### config.mk
export PLATFORM = sky130hd
export DESIGN_NAME = crc_checksum_1b
export DESIGN_NICKNAME = d
export VERILOG_FILES = /design/src/rtl/tcp_pkg.sv /design/src/rtl/csum16_1b.sv /design/src/rtl/crc_checksum_1b.sv
export SDC_FILE = /design/constraint.sdc
export NUM_CORES = 1
export LEC_CHECK = 0
export BUFFER_PORTS_ARGS = -buffer_cell sky130_fd_sc_hd__buf_2
export CORE_MARGIN = 10
export CORE_UTILIZATION = 60
export CTS_CLUSTER_SIZE = 30
export DETAILED_ROUTE_END_ITERATION = 8
export PLACE_DENSITY = 0.86
export SLEW_MARGIN = 0
export SYNTH_ARGS = -nofsm -noshare
export SYNTH_HDL_FRONTEND = slang
export SYNTH_SLANG_ARGS = --single-unit
### constraint.sdc
create_clock -name clk -period 12.2 [get_ports clk]
set_input_delay 1.22 -clock clk [delete_from_list [all_inputs] [get_ports clk]]
set_output_delay 1.22 -clock clk [all_outputs]
set_load 0.05 [all_outputs]
### src/rtl/tcp_pkg.sv
// Shared constants and helpers for the TCP transmit/receive checksum datapaths.
// crc32_byte is also meant for a receive-side FCS checker.
package tcp_pkg;

    localparam logic [31:0] CRC32_POLY_REFL = 32'hEDB88320;
    localparam logic [31:0] CRC32_INIT      = 32'hFFFFFFFF;

    // One byte of reflected CRC-32, LSB-first, unrolled into 8 bit steps.
    function automatic logic [31:0] crc32_byte(input logic [31:0] r, input logic [7:0] d);
        logic [31:0] c;
        c = r ^ {24'h000000, d};
        for (int i = 0; i < 8; i++) begin
            c = c[0] ? ((c >> 1) ^ CRC32_POLY_REFL) : (c >> 1);
        end
        return c;
    endfunction

endpackage

### src/rtl/csum16_1b.sv
// Byte-serial 16-bit ones'-complement accumulator (Internet checksum).
// Even bytes land in the high half of a word, odd bytes in the low half.
module csum16_1b
    import tcp_pkg::*;
(
    input  logic        clk,
    input  logic        clr,
    input  logic        en_i,
    input  logic [7:0]  data_i,
    output logic [15:0] acc_o,
    output logic        phase_o
);

    logic [15:0] acc_q, acc_d;
    logic        phase_q, phase_d;
    logic [15:0] addend;
    logic [16:0] sum17;

    always_comb begin
        addend  = phase_q ? {8'h00, data_i} : {data_i, 8'h00};
        sum17   = {1'b0, acc_q} + {1'b0, addend};
        acc_d   = acc_q;
        phase_d = phase_q;
        if (en_i) begin
            // End-around carry; cannot overflow again since sum17[15:0] <= FFFE when carry set.
            acc_d   = sum17[15:0] + {15'h0000, sum17[16]};
            phase_d = ~phase_q;
        end
    end

    always_ff @(posedge clk) begin
        if (clr) begin
            acc_q   <= 16'h0000;
            phase_q <= 1'b0;
        end else begin
            acc_q   <= acc_d;
            phase_q <= phase_d;
        end
    end

    assign acc_o   = acc_q;
    assign phase_o = phase_q;

endmodule

### src/rtl/crc_checksum_1b.sv
// TCP transmit checksum unit: Internet checksum over payload bytes and
// Ethernet FCS (CRC-32) over frame bytes, one byte per clock per engine.
module crc_checksum_1b
    import tcp_pkg::*;
(
    input  logic        clk,
    input  logic        clr,
    input  logic        csum_en,
    input  logic [7:0]  csum_data,
    output logic [15:0] csum_out,
    output logic        csum_phase,
    input  logic        crc_init,
    input  logic        crc_en,
    input  logic [7:0]  crc_data,
    output logic [31:0] crc_out
);

    logic [15:0] acc;
    logic [31:0] crc_q, crc_d;
    logic [31:0] fcs;

    csum16_1b u_csum (
        .clk     (clk),
        .clr     (clr),
        .en_i    (csum_en),
        .data_i  (csum_data),
        .acc_o   (acc),
        .phase_o (csum_phase)
    );

    assign csum_out = ~acc;

    // crc_init drops any byte presented in the same cycle.
    always_comb begin
        crc_d = crc_q;
        if (crc_init) begin
            crc_d = CRC32_INIT;
        end else if (crc_en) begin
            crc_d = crc32_byte(crc_q, crc_data);
        end
    end

    always_ff @(posedge clk) begin
        if (clr) begin
            crc_q <= CRC32_INIT;
        end else begin
            crc_q <= crc_d;
        end
    end

    // First FCS byte on the wire sits in crc_out[31:24].
    assign fcs     = ~crc_q;
    assign crc_out = {fcs[7:0], fcs[15:8], fcs[23:16], fcs[31:24]};

endmodule

* Yosys cells after proc, flatten, opt, wreduce, memory -nomap -nowiden
Index checks and enable logic that the tools add are counted.
Operators by class: add/subtract/negate cells 2, muxes and demuxes 9, bitwise gates (word level) 12, reduce and logical (&&, ||, !) cells 1
Operator list (count):
- 32-bit 2-to-1 mux | 8
- 13-bit inverter with 14-bit output | 8
- 32-bit inverter | 1
- 32-bit by 8-bit XOR with 32-bit output | 1
- 16-bit by 16-bit adder with 17-bit output | 1
- 16-bit by 1-bit adder with 16-bit output | 1
- 16-bit 2-to-1 mux | 1
- 16-bit inverter | 1
- 2-bit OR reduction | 1
- 1-bit inverter | 1
Word-level totals: flip-flop bits (word level) 49

* Depth between registers and ports, before layout
Gate-level depths: netlist (run 1).
depth after elaboration 17, depth in mapped cells 23

* Cells and area by module
Synthesis (run 1) repeated with hierarchy kept, for this count alone.
Unflattened totals: cells, all modules 468, area total of the unflattened synthesis 3916.3 um2
By module, submodules not included:
- crc_checksum_1b | times used 1, cells an instance 233, area each 2018.2 um2, seq. area each 640.6 um2
- csum16_1b | times used 1, cells an instance 235, area each 1898.1 um2, seq. area each 340.3 um2

* Worst setup path before layout (run 1)
Ideal clock, no wire load.
path kind input-to-reg, start in csum_data[0], end reg u_csum.acc_q[14], in the netlist u_csum.acc_o[14], data arrival time 5.052 ns, data required time 12.114 ns, slack 7.062 ns, stages on the path 22, buffers on the path 0, cells stage by stage and2_1 > ha_1 > inv_1 > fa_1 > nor2b_4 > o2111a_1 > o41ai_1 > a21boi_0 > o21a_1 > nor2_1 > nor2b_1 > o21ai_0 > nand2b_1 > ha_1 > ha_1 > and4_1 > or3b_2 > nand4b_1 > nor3_1 > nand4b_1 > xnor2_1 > a211oi_1
Between the ends: cells in the longest elaborated chain, start to end 3
RTL lines:
- start: declaration | RTL line crc_checksum_1b.sv:9 | input logic [7:0] csum_data,
- 16-bit 2-to-1 mux | RTL line csum16_1b.sv:20 | addend = phase_q ? {8'h00, data_i} : {data_i, 8'h00};
- 16-bit by 16-bit adder with 17-bit output | RTL line csum16_1b.sv:21 | sum17 = {1'b0, acc_q} + {1'b0, addend};
- 16-bit by 1-bit adder with 16-bit output | RTL line csum16_1b.sv:26 | acc_d = sum17[15:0] + {15'h0000, sum17[16]};
- end signal: assignment | RTL line csum16_1b.sv:33 | acc_q <= 16'h0000;
- end signal: assignment | RTL line csum16_1b.sv:36 | acc_q <= acc_d;
- end: declaration | RTL line csum16_1b.sv:14 | logic [15:0] acc_q, acc_d;
Every way passes these cells. A chain may end at the register's enable or synchronous reset.

* Worst setup path in the final report (run 1)
Ends and elaborated chain as after synthesis.

==> results.txt, run 1 <==
The worst setup path is of the in2reg kind. The path class of the tightest hold or removal check is reg2reg. The static leakage power is 1.98 nW.

The number of buffers and inverters on the critical path is 2. Between clock sinks in the finished design, the worst skew comes to between 0.007 and 0.008 ns. The buffer count from post-CTS setup fixing is 0. The clock root buffer is clkbuf_8.

The total clock buffers created by CTS came out at 5. The total number of yosys warnings is 0. For this run, the leading register cell type out of synthesis is dfxtp_1. The I/O pin total is 70. Clock tree synthesis found a total of 49 sinks. The fraction of final layout cells with drive strength greater than 1 is 18.1%. The count of buffers added on input and output ports is 69. Buffers inserted to repair hold after CTS numbered 0. Walking the worst path, the cells encountered are buf_2, and2_1, ha_1, inv_1, fa_1, nor2b_4, o2111a_1, o41ai_1, a21boi_0, o21a_1, nor2_1, nor2b_1, o21ai_0, nand2b_1, ha_1, ha_1, and4_1, or3b_2, nand4b_1, nor3_1, nand4b_1, xnor2_1, a211oi_1. The synthesized design contains 0 enable-type register cells. The detail route stage leaves a number of antenna-violating nets equal to 0. The antenna diode count is 0. The post-layout instance area is 4100 um^2. The final hold violation count came to 0. The starting utilization of the core area came out at approximately 60%. The starting DRC count in detailed routing is 175. In the final routed layout, each cell accounts on average for ~15 um. Dividing the final minimum period by the clock period gives about 44%. Based on the critical path, the design can be clocked at up to approximately 190 MHz. The clock tree from TritonCTS is yes. The worst ir drop on vdd came out at 79.0 uV. The worst setup path is launched from a primary input.

Routability-driven placement finished with a final weighted congestion of slightly below 0.9. The endpoint arrival time on the critical path came out at 5.61 ns. The final number of max-transition violations is 0. The post-synth net total came out at 486.

The via count of the first global-routing pass came out at 3,142. The area of the multi-input gates is 2380 um^2. The number of nets in the finished design came out at 546. Hold is met by 0.489 ns.

The area share of the leading cell type in the synthesized netlist is between 20% and 30%. The unique cell type count in the Yosys netlist came out at 50. The placed standard-cell area came out at 4010 um^2.

The remaining global-route overflow is 0. The biggest area contributor in the post-synthesis netlist is dfxtp_1. The largest net degree at the start of global routing came out at 65. The synthesized instance count is 446. The largest driver fanout on the critical path is 4. The library cell used most frequently in the layout, excluding fill and tap cells, is xnor2_1. The sort of element at the end of the critical path is a flop. The fraction of synthesis flops using an asynchronous set or reset pin is 0%. The number of max-cap violations is 0. Setup repair after global routing left no endpoint under its margin. The most used cell along the critical path is ha_1. The floorplan die height came out at approximately 98 um. The depth of the CTS H-tree came out at 2. The global-route usage over all layers is 18.3%. In the routed layout, each cell is associated on average with a via count of 5.49. The number of antenna violations at the first check in global routing is 0. The number of filler cells placed in the layout came out at 470.

The transition time of the tightest slew-check pin came out at 1.02 ns. The half-perimeter wire length after placement came out at 7020 um. After synthesis the netlist holds a flip-flop and latch count of 49. The power density over cell area came out at 138 nW/um^2. The largest stage delay on the critical path is 0.47 ns.

The count of vias placed by the detailed router came out at 3,195. After floorplanning, the core was sized to cover 5890 um^2. By area the synthesized netlist is led by dfxtp_1, xnor2_1, ha_1, o211ai_1, inv_1. The family with the most delay on the worst path is simple AND/OR/NAND/NOR gates.

The worst-path cell with the longest stage delay is or3b_2. The area growth from synthesis to layout is 13.2%. The netlist area before placement is 3620 um^2. The area of the die came out at 9550 um^2. The width of the die came out at about 98 um.

The first TritonRoute pass finished after 4 iterations. The maximum clock insertion buffer count is 2. After clock tree synthesis, the clock-pin slew on the worst setup and hold paths is 0.09 ns. The run finished with clean final reports. The total length of routed wires came out at ~8900 um.

Setup violations remaining at the end of the flow were counted as 0. The final sum of negative setup slack came out at 0 ns. The clock reaches the later pin of the worst-skew pair after 0.31 ns. Sequential cells were found to cover between 20% and 30% of the synthesized design area. The post-route DRC violation count came out at 0. The area used by sequential logic in the layout is 981 um^2. The row count came out at 28. The number of gates resized after CTS came out at 0. The post-placement worst setup slack came out at between 6 and 7 ns.

The global-route wire length before repair came out at 14,900 um. The top cell types in the final layout, fill and taps aside, are xnor2_1, buf_2, inv_1. The clock period minus final worst setup slack came out at 5.38 ns. At the worst endpoint, the required time is 12.43 ns.

The max-slew headroom at the worst pin came out at 31.6%. The mean cell area of the mapped netlist is 8.12 um^2. Setup slack on the critical path of the routed design comes to 6.82 ns.
final timing paths:
kind / start / end / slack (ns) / cells past startpoint
hold / removal: crc_q[28]$_SDFFE_PP1P_ / crc_q[28]$_SDFFE_PP1P_ / 0.49 / 2
setup / recovery: csum_data[0] / u_csum.acc_o[14]$_SDFFE_PP0P_ / 6.82 / 23
setup reg to reg: u_csum.phase_o$_SDFFE_PP0P_ / u_csum.acc_o[14]$_SDFFE_PP0P_ / 7.05 / 22
hold reg to reg: crc_q[28]$_SDFFE_PP1P_ / crc_q[28]$_SDFFE_PP1P_ / 0.49 / 2
synthesized netlist by cell type (3+ instances only):
cell type	instances
o21a_1	4
a21o_1	3
a21oi_1	7
nand2_1	45
a211oi_1	12
a31oi_1	5
o211ai_1	30
xor2_1	22
nor2_1	29
mux2i_1	3
clkbuf_1	13
ha_1	18
inv_1	54
nand4b_1	3
o21ai_0	10
nor3_1	6
buf_1	4
dfxtp_1	49
xnor2_1	71
nor2b_1	10
and2_1	11
area by class of cell:
| class | count | share of cell area, % |
|---|---|---|
| Timing Repair Buffer | 70 | 8.61 |
| Sequential cell | 49 | 23.9 |
| Clock buffer | 5 | 1.68 |
| Multi-Input combinational cell | 326 | 58.0 |
| Inverter | 54 | 4.95 |
| Clock inverter | 3 | 0.549 |
| Tap cell | 75 | 2.29 |
flip-flops by register name, summed over array words and instances (netlist names):
signal,flops
u_csum.phase_o,1
crc_q,32
u_csum.acc_o,16
worst register-to-register path, cell delays in order, from the launching register on:
cell      delay, ns
dfxtp_1        0.66
and2_1         0.21
ha_1           0.17
inv_1          0.06
fa_1           0.44
nor2b_4        0.14
o2111a_1       0.25
o41ai_1        0.11
a21boi_0       0.31
o21a_1         0.16
nor2_1         0.06
nor2b_1        0.10
o21ai_0        0.07
nand2b_1       0.09
ha_1           0.17
ha_1           0.18
and4_1         0.21
or3b_2         0.47
nand4b_1       0.26
nor3_1         0.41
nand4b_1       0.17
xnor2_1        0.16
a211oi_1       0.21
layer usage:
layer / wire length [um] / GRT usage (%)
met1: 3990 / 23.3
met2: 4280 / 29.7
met3: 536 / 5.05
met4: 100 / 4.47
met5: 0 / 0
kinds of logic (layout without fill, tap and decap cells):
family          after synthesis  after routing  share of synthesized area [%]
compound gates               87             87                           17.7
xor+xnor                     93             93                           22.5
fa+ha+maj                    19             19                           6.77
buf+inv                      71            132                           7.36
flops                        49             49                           27.1
mux                           3              3                          0.829
simple gates                124            124                           17.8
stage by stage:
stage	instances	utilization, %	total power [mW]
after floorplan	446	-	0.415
after global placement	574	68.1	0.464
after detailed placement	574	68.1	0.469
after CTS	582	69.6	0.567
after global routing	582	69.6	0.602
final	582	69.6	0.566
power breakdown:
group | total [mW] | switching, mW | internal [mW] | leakage, nW
combinational | 0.282 | 0.176 | 0.106 | 1.54
sequential | 0.187 | 0.0126 | 0.174 | 0.404
clock | 0.0978 | 0.0575 | 0.0403 | 0.0364
total | 0.566 | 0.247 | 0.320 | 1.98
(Power assumes the default switching activity.)
==> run 2: changes to the inputs <==
--- a/config.mk
+++ b/config.mk
@@ -7,10 +7,10 @@
 export LEC_CHECK = 0
 export BUFFER_PORTS_ARGS = -buffer_cell sky130_fd_sc_hd__buf_2
 export CORE_MARGIN = 10
-export CORE_UTILIZATION = 60
+export CORE_UTILIZATION = 56
 export CTS_CLUSTER_SIZE = 30
 export DETAILED_ROUTE_END_ITERATION = 8
-export PLACE_DENSITY = 0.86
+export PLACE_DENSITY = 0.81
 export SLEW_MARGIN = 0
 export SYNTH_ARGS = -nofsm -noshare
 export SYNTH_HDL_FRONTEND = slang
==> constraint.sdc (replaced) <==
create_clock -name clk -period 5 [get_ports clk]
set_input_delay 0.5 -clock clk [delete_from_list [all_inputs] [get_ports clk]]
set_output_delay 0.5 -clock clk [all_outputs]
set_load 0.05 [all_outputs]
==> results.txt, run 2 (synthesis gave the netlist of run 1 again) <==
The number of antenna violations at the first check in global routing is 0. The global-route usage over all layers came out at a little under a fifth. The average detailed-routed wire length per instance came out at 15.7 um.

The count of vias placed by the detailed router is roughly 3,200. The repair_antennas step left the layout with diodes totalling 0. The number of filler cells placed in the layout came out at 545. Entering global routing, the biggest net connects 65 pins. The clock period minus final worst setup slack is 4.67 ns. The largest stage delay on the critical path is 0.48 ns.

The worst ir drop on vdd came out at 232 uV. Once detailed placement completed, the half-perimeter wirelength came to 7200 um. The combinational share of power is about half. The width of the die is ~100 um.

The path class of the tightest hold or removal check is reg2reg. The commonest non-fill, non-tap cell in the layout is xnor2_1. The largest driver fanout on the critical path is 17. The latest clock arrival within the worst-skew pair came out at approximately 0.32 ns.

Across the run, the number of max-cap violations was 0. CTS placed an instance of clkbuf_8 at the clock tree root. Leaving out fill and tap cells, the most frequent cells in the layout are xnor2_1, buf_2, inv_1. The max-slew headroom at the worst pin is between 30% and 40%. The total internal power is a little under 0.8 mW.

Measured on the finished design, the core utilization comes to around two thirds. Clock skew on the completed layout was measured at 0.0129 ns. In the routed design, unresolved DRC markers number 0.

The static leakage power came out at 2.01 nW. The sequential cell fraction of total power is 32.2%. The number of search-and-repair iterations in the first detailed-routing pass came out at 4. In this run, post-CTS hold repair placed 0 buffers.

No sink is reached through more buffers than the 2 on the longest clock path. Once detail routing completed, the nets flagged for antenna violations numbered 0. Among all stages on the critical path, the largest delay is contributed by fa_1. The flow ran to the end, and the final reports show no timing, DRC or antenna violations. The depth of the CTS H-tree came out at 2.

The number of nets in the finished design came out at 549. The floorplan step defined a core boundary enclosing 6310 um^2. The critical path is of the reg2reg type.

The cell family contributing the most delay on the critical path is simple AND/OR/NAND/NOR gates. The setup slack on the worst flop-to-flop path came out at 0.33 ns. The final number of max-transition violations came out at 0.

TritonCTS built the clock tree. The first global-routing pass estimated 15,200 um of wire. The area of the die came out at 10,100 um^2. The number of port buffers is 69. The total clock buffers created by CTS is 5. The number of endpoints failing setup at the final stage is 0. The worst setup path is captured at a flop. The signal on the critical path passes through buf_4, nand2_1, fa_1, nor2b_4, o2111a_1, o41ai_1, a21boi_1, o21a_1, nor2_1, nor2b_1, o21ai_0, nand2b_1, ha_1, ha_1, and4_1, or3b_2, nand4b_1, nor3_2, nand4b_1, xnor2_1, a211oi_1.

The starting DRC count in detailed routing came out at 183. Using the TritonRoute via totals, the vias-per-cell ratio works out to 5.46. After clock tree synthesis, the clock-pin slew on the worst setup and hold paths is 0.10 ns. The register with the most flip-flops in the layout has 32 of them.

The number of buffers and inverters on the critical path came out at 1. The proportion of total power due to net switching came out at 43.9%. Timing would allow up to 214 MHz. Compared with the post-synthesis result, the final layout area differs by 14.1%. The via count of the first global-routing pass was 3,172. In the final layout, the share of cells above drive strength 1 is around a fifth. The congestion estimate from routability-driven global placement came to 0.961.

The floorplan die height is about 100 um. crc_q holds more flip-flops than any other register. In this run the count of I/O pins placed on the die edge is 70.

The row count came out at 29. The endpoint arrival time on the critical path came out at 4.91 ns. The power share of the clock group came out at between 10% and 20%. The required time at the worst-slack endpoint is 5.24 ns. At the pin with the least slew margin, the transition time is slightly above 1 ns.

The final hold violation count came out at 0. The final worst-path cycle share is 93.4%. The initial utilization of the core area, before any placement, comes to between 50% and 60%. The worst setup path is launched from a flop. The remaining global-route overflow is 0.

Wires add up to slightly above 9000 um. The power density over cell area came out at 339 nW/um^2. The final sum of negative setup slack came out at 0 ns.

The clock sink count came out at 49. In this run the power spent charging and discharging nets is 0.615 mW.
==> run 2: final timing paths <==
path / startpoint / endpoint / cells past startpoint
max reg2reg: u_csum.phase_o$_SDFFE_PP0P_ / u_csum.acc_o[14]$_SDFFE_PP0P_ / 21
min reg2reg: crc_q[28]$_SDFFE_PP1P_ / crc_q[28]$_SDFFE_PP1P_ / 2
min: crc_q[28]$_SDFFE_PP1P_ / crc_q[28]$_SDFFE_PP1P_ / 2
max: u_csum.phase_o$_SDFFE_PP0P_ / u_csum.acc_o[14]$_SDFFE_PP0P_ / 21
==> run 2: power by group through the flow <==
stage | Clock, mW | Combinational [mW] | Sequential, mW
2_1_floorplan | 0 | 0.558 | 0.455
3_3_place_gp | 0 | 0.677 | 0.458
4_1_cts | 0.259 | 0.694 | 0.450
6_report | 0.254 | 0.695 | 0.451
3_5_place_dp | 0 | 0.688 | 0.459
5_1_grt | 0.275 | 0.765 | 0.455
==> run 2: layer usage <==
layer	wire, um	track usage [%]	up-vias
li1	-	-	1611
met3	737	5.56	14
met4	142	5.76	0
met2	4000	27.4	103
met1	4320	24.0	1476
met5	0	0	-
==> run 2: through the flow <==
stage	cell area, um^2	cells	power, mW	worst slack, ns	hold WS (ns)
2_1_floorplan	3620	446	1.01	0.0209	0.444
3_3_place_gp	4020	577	1.14	0.202	0.456
3_5_place_dp	4020	577	1.15	-0.00244	0.468
4_1_cts	4110	585	1.40	0.214	0.498
5_1_grt	4130	587	1.49	-0.0568	0.532
6_report	4130	587	1.40	0.331	0.492
==> run 2: area by class of cell <==
cell class	instances	area (um^2)	share of cell area, %
clock buffers	5	68.8	1.67
flip-flops and latches	49	981	23.7
multi-input cells	326	2380	57.7
clock inverters	3	25.0	0.606
inverters	54	203	4.90
repair buffers	73	375	9.08
well taps	77	96.3	2.33
==> run 2: worst min-delay path: stages, from the launching register on <==
cell	delay, ns
dfxtp_1	0.34
o21ai_0	0.07
nand2_1	0.06
==> run 2: repair_timing <==
item	4_1_cts	5_1_grt
gates resized for setup	0	3
setup endpoints to repair	0	4
buffers inserted	0	2
==> run 3: changes to the inputs <==
--- a/config.mk
+++ b/config.mk
@@ -7,11 +7,12 @@
 export LEC_CHECK = 0
 export BUFFER_PORTS_ARGS = -buffer_cell sky130_fd_sc_hd__buf_2
 export CORE_MARGIN = 10
-export CORE_UTILIZATION = 56
+export CORE_UTILIZATION = 57
 export CTS_CLUSTER_SIZE = 30
 export DETAILED_ROUTE_END_ITERATION = 8
 export PLACE_DENSITY = 0.81
 export SLEW_MARGIN = 0
 export SYNTH_ARGS = -nofsm -noshare
 export SYNTH_HDL_FRONTEND = slang
+export SYNTH_HIERARCHICAL = 1
 export SYNTH_SLANG_ARGS = --single-unit
==> results.txt, run 3 <==
Among all stages on the critical path, the largest delay is contributed by or4_1. The number of antenna violations at the first check in global routing is 0. The library cell with the highest instance count after synthesis is xnor2_1.

The post-route DRC violation count is 0. The number of buffers and inverters on the critical path came out at 0. Summing the areas of all and, or, nand and nor instances in the mapped netlist gives 16.8% of the synthesized area.

The number of synthesized register bits came out at around 50. The routed design could run at a clock period as short as roughly 4.4 ns. The count of vias placed by the detailed router came out at 3,400. The number of endpoints failing setup at the final stage is 0. Among all flip-flop cells after synthesis, the most frequent one is dfxtp_1.

The commonest non-fill, non-tap cell in the layout is buf_2. The final number of max-transition violations is 0. The critical path goes through and2_1, ha_1, fa_1, a211oi_2, o21ai_2, a2111oi_0, o21bai_1, a21oi_1, nor2b_1, o21ai_0, nand2b_1, ha_1, ha_1, nand2_1, nor3_1, nand4_1, nor2_1, nand4_1, or4_1, a311oi_1. Among the stages of the critical path, the cell type that occurs most often is ha_1.

The synthesized-area fraction occupied by ao, oa, aoi and oai cells came out at between 10% and 20%. The remaining global-route overflow came out at 0. The required time at the worst-slack endpoint is 5.22 ns. The share of cell area taken by muxes after synthesis is 1.28%. IR analysis of the VDD net gives a maximum drop of 134 uV. The power density over cell area came out at 328 nW/um^2.

The static leakage power came out at 2.09 nW. The placed standard-cell area is 4270 um^2. The post-synthesis share of cell area spent on full adders, half adders and majority gates is 6.26%. The share of the yosys chip area belonging to registers is between 20% and 30%.

The sort of element at the end of the critical path is a flop. The area share of the leading cell type in the synthesized netlist is 25.0%. Entering global routing, the biggest net connects 47 pins. The critical path startpoint category is a flop. The total length of routed wires came out at just under 10,000 um. The class of the most critical setup path is reg2reg. The final weighted congestion in routability-driven placement is 0.945.

TritonCTS built the clock tree. Fill cells in the final layout number 589. crc_q holds more flip-flops than any other register.

After technology mapping, the gate count stands at 468. In the synthesized netlist the async set-or-reset flop fraction comes to 0%. The number of antenna diodes in the final layout is 0. The core region is 6720 um^2.

In this run, the number of DRC markers left after iteration 0 of detailed routing was around 210. The unique cell type count in the Yosys netlist is 65. Net switching is 43.5% of the power. The largest family of logic cells by synthesized area is XOR/XNOR gates.

The H-tree was split into 2 levels. The worst hold margin is 0.489 ns. The register clock-pin slew on the reported worst setup and hold paths is 0.10 ns. The area of the die is 10,600 um^2. The via count of the first global-routing pass came out at about 3,200.

The worst clock skew came out at 0.00611 ns. The global-route usage over all layers came out at 18.6%. The final hold violation count came out at 0. After routing, the total negative slack on setup checks comes to 0 ns. Of all cell types, the one taking the most synthesized area is dfxtp_1. The path type of the worst min-delay path is reg2reg.

The largest driver fanout on the critical path is 18. By area the synthesized netlist is led by dfxtp_1, xnor2_1, ha_1, inv_1, nor2_1. The root buffer cell chosen for the clock tree is clkbuf_8.

Post-CTS timing repair inserted 0 buffers for setup. In this run the deepest clock path goes through 2 buffers. The number of flip-flops under the largest register name came out at 32.

The floorplan die height is 103 um. For this design, the CTS-stage hold fixing added 0 buffers. The post-placement worst setup slack came out at 0.485 ns. Across the run, the number of max-cap violations was 0. In the final layout, the share of cells above drive strength 1 is between 15 and 20%. During placement, the flow inserted port buffers numbering between 60 and 70. In the final design database the tool counted approximately 570 nets.

The max-slew headroom at the worst pin is 44.6%. During I/O placement, the number of pins put on the boundary was 70. The width of the die came out at between 100 and 150 um.

The number of search-and-repair iterations in the first detailed-routing pass came out at 4. The flow ran to the end, and the final reports show no timing, DRC or antenna violations. The power share of the clock group came out at 17.8%. The latest clock arrival within the worst-skew pair is 0.31 ns. In this design, the stage delay of the slowest critical-path cell is about 0.53 ns. The worst setup slack after layout is around 0.57 ns.

The half-perimeter wire length after placement is roughly 7500 um. The library cells used most frequently in the layout, excluding fill and tap cells, are buf_2, xnor2_1, inv_1. The clock sink count came out at 49. Summing the areas of all xor and xnor instances in the mapped netlist gives about 24% of the synthesized area. The post-synth net total is ~510. Of the total power, combinational logic draws 50.2%. The endpoint arrival time on the critical path came out at 4.65 ns. The netlist area before placement is around 4000 um^2.

The detail route stage leaves a number of antenna-violating nets equal to 0. The row count came out at 30. The power spent charging and discharging nets is around 0.62 mW. Dividing the detail-routed wire length by the instance count gives 16.2 um.

The global-route wire length before repair is 15,900 um. Setup repair after global routing left no endpoint under its margin. Gates resized during post-CTS repair numbered 0. The count of flip-flops with a built-in enable after synthesis came out at 0.

For the pin with the worst max-slew slack, the measured transition is 0.826 ns. The family with the most delay on the worst path is simple AND/OR/NAND/NOR gates. For this run, the number of Yosys warnings is 6. The detail-routed via count per cell came out at between 5 and 6. In the finished design, the share of the clock period the worst path needs comes to around nine tenths.

Sequential cells burn around 32% of the power. The total internal power came out at 0.809 mW. The post-layout instance area came out at 4370 um^2. Counting instances in the post-synthesis netlist gives the leading cell types as xnor2_1, inv_1, dfxtp_1. The initial utilization of the core area, before any placement, comes to 58.3%.

The total clock buffers created by CTS is 5. The peak clock frequency supported by timing came out at 226 MHz. The mean cell area of the mapped netlist is approximately 8.4 um^2. The area added between synthesis and finish is 11.6%.
==> run 3: area by class of cell <==
type	count	area (um^2)	area share [%]
Multi-Input combinational cell	347	2640	60.3
Sequential cell	49	982	22.5
Timing Repair Buffer	70	353	8.08
Inverter	54	203	4.64
Tap cell	80	100	2.29
Clock buffer	5	68.8	1.58
Clock inverter	3	26.3	0.601
==> run 3: metrics by stage <==
step	total power [mW]	instances	util, %
6_report	1.43	608	65.0
2_1_floorplan	1.04	468	-
4_1_cts	1.44	608	65.0
5_1_grt	1.52	608	65.0
3_5_place_dp	1.18	600	63.6
3_3_place_gp	1.16	600	63.6
==> run 3: path summary, 6_finish.rpt <==
path / slack (ns) / from / end / cells past startpoint
worst min register to register: 0.49 / crc_q[31]$_SDFFE_PP1P_ / crc_q[31]$_SDFFE_PP1P_ / 2
worst max-delay path: 0.57 / u_csum/phase_o$_SDFFE_PP0P_ / u_csum/acc_o[14]$_SDFFE_PP0P_ / 20
worst max register to register: 0.57 / u_csum/phase_o$_SDFFE_PP0P_ / u_csum/acc_o[14]$_SDFFE_PP0P_ / 20
worst min-delay path: 0.49 / crc_q[31]$_SDFFE_PP1P_ / crc_q[31]$_SDFFE_PP1P_ / 2
==> run 3: worst min-delay path, stage by stage (launching register included) <==
cell and delay (ns):
dfxtp_1 0.34, o21ai_0 0.07, nand2_1 0.06
==> run 3: cell families (layout without fill, tap and decap cells) <==
group           count (synthesis)  count (layout)
compound gates                103             103
xor+xnor                       91              91
fa+ha+maj                      19              19
buf+inv                        72             132
flops                          49              49
mux                             5               5
simple gates                  129             129
==> run 3: power by group through the flow <==
stage	combinational [mW]	sequential [mW]	clock, mW
floorplan	0.585	0.460	0
global placement	0.697	0.466	0
detailed placement	0.711	0.468	0
CTS	0.717	0.459	0.260
global route	0.778	0.463	0.276
finish	0.718	0.459	0.254
==> run 3: per-layer routing <==
metal	up-vias	global-route usage, %	wire length (um)
li1	1714	-	-
met1	1575	25.6	4500
met2	99	28.6	4470
met3	12	4.62	757
met4	0	4.17	113
met5	-	0	0
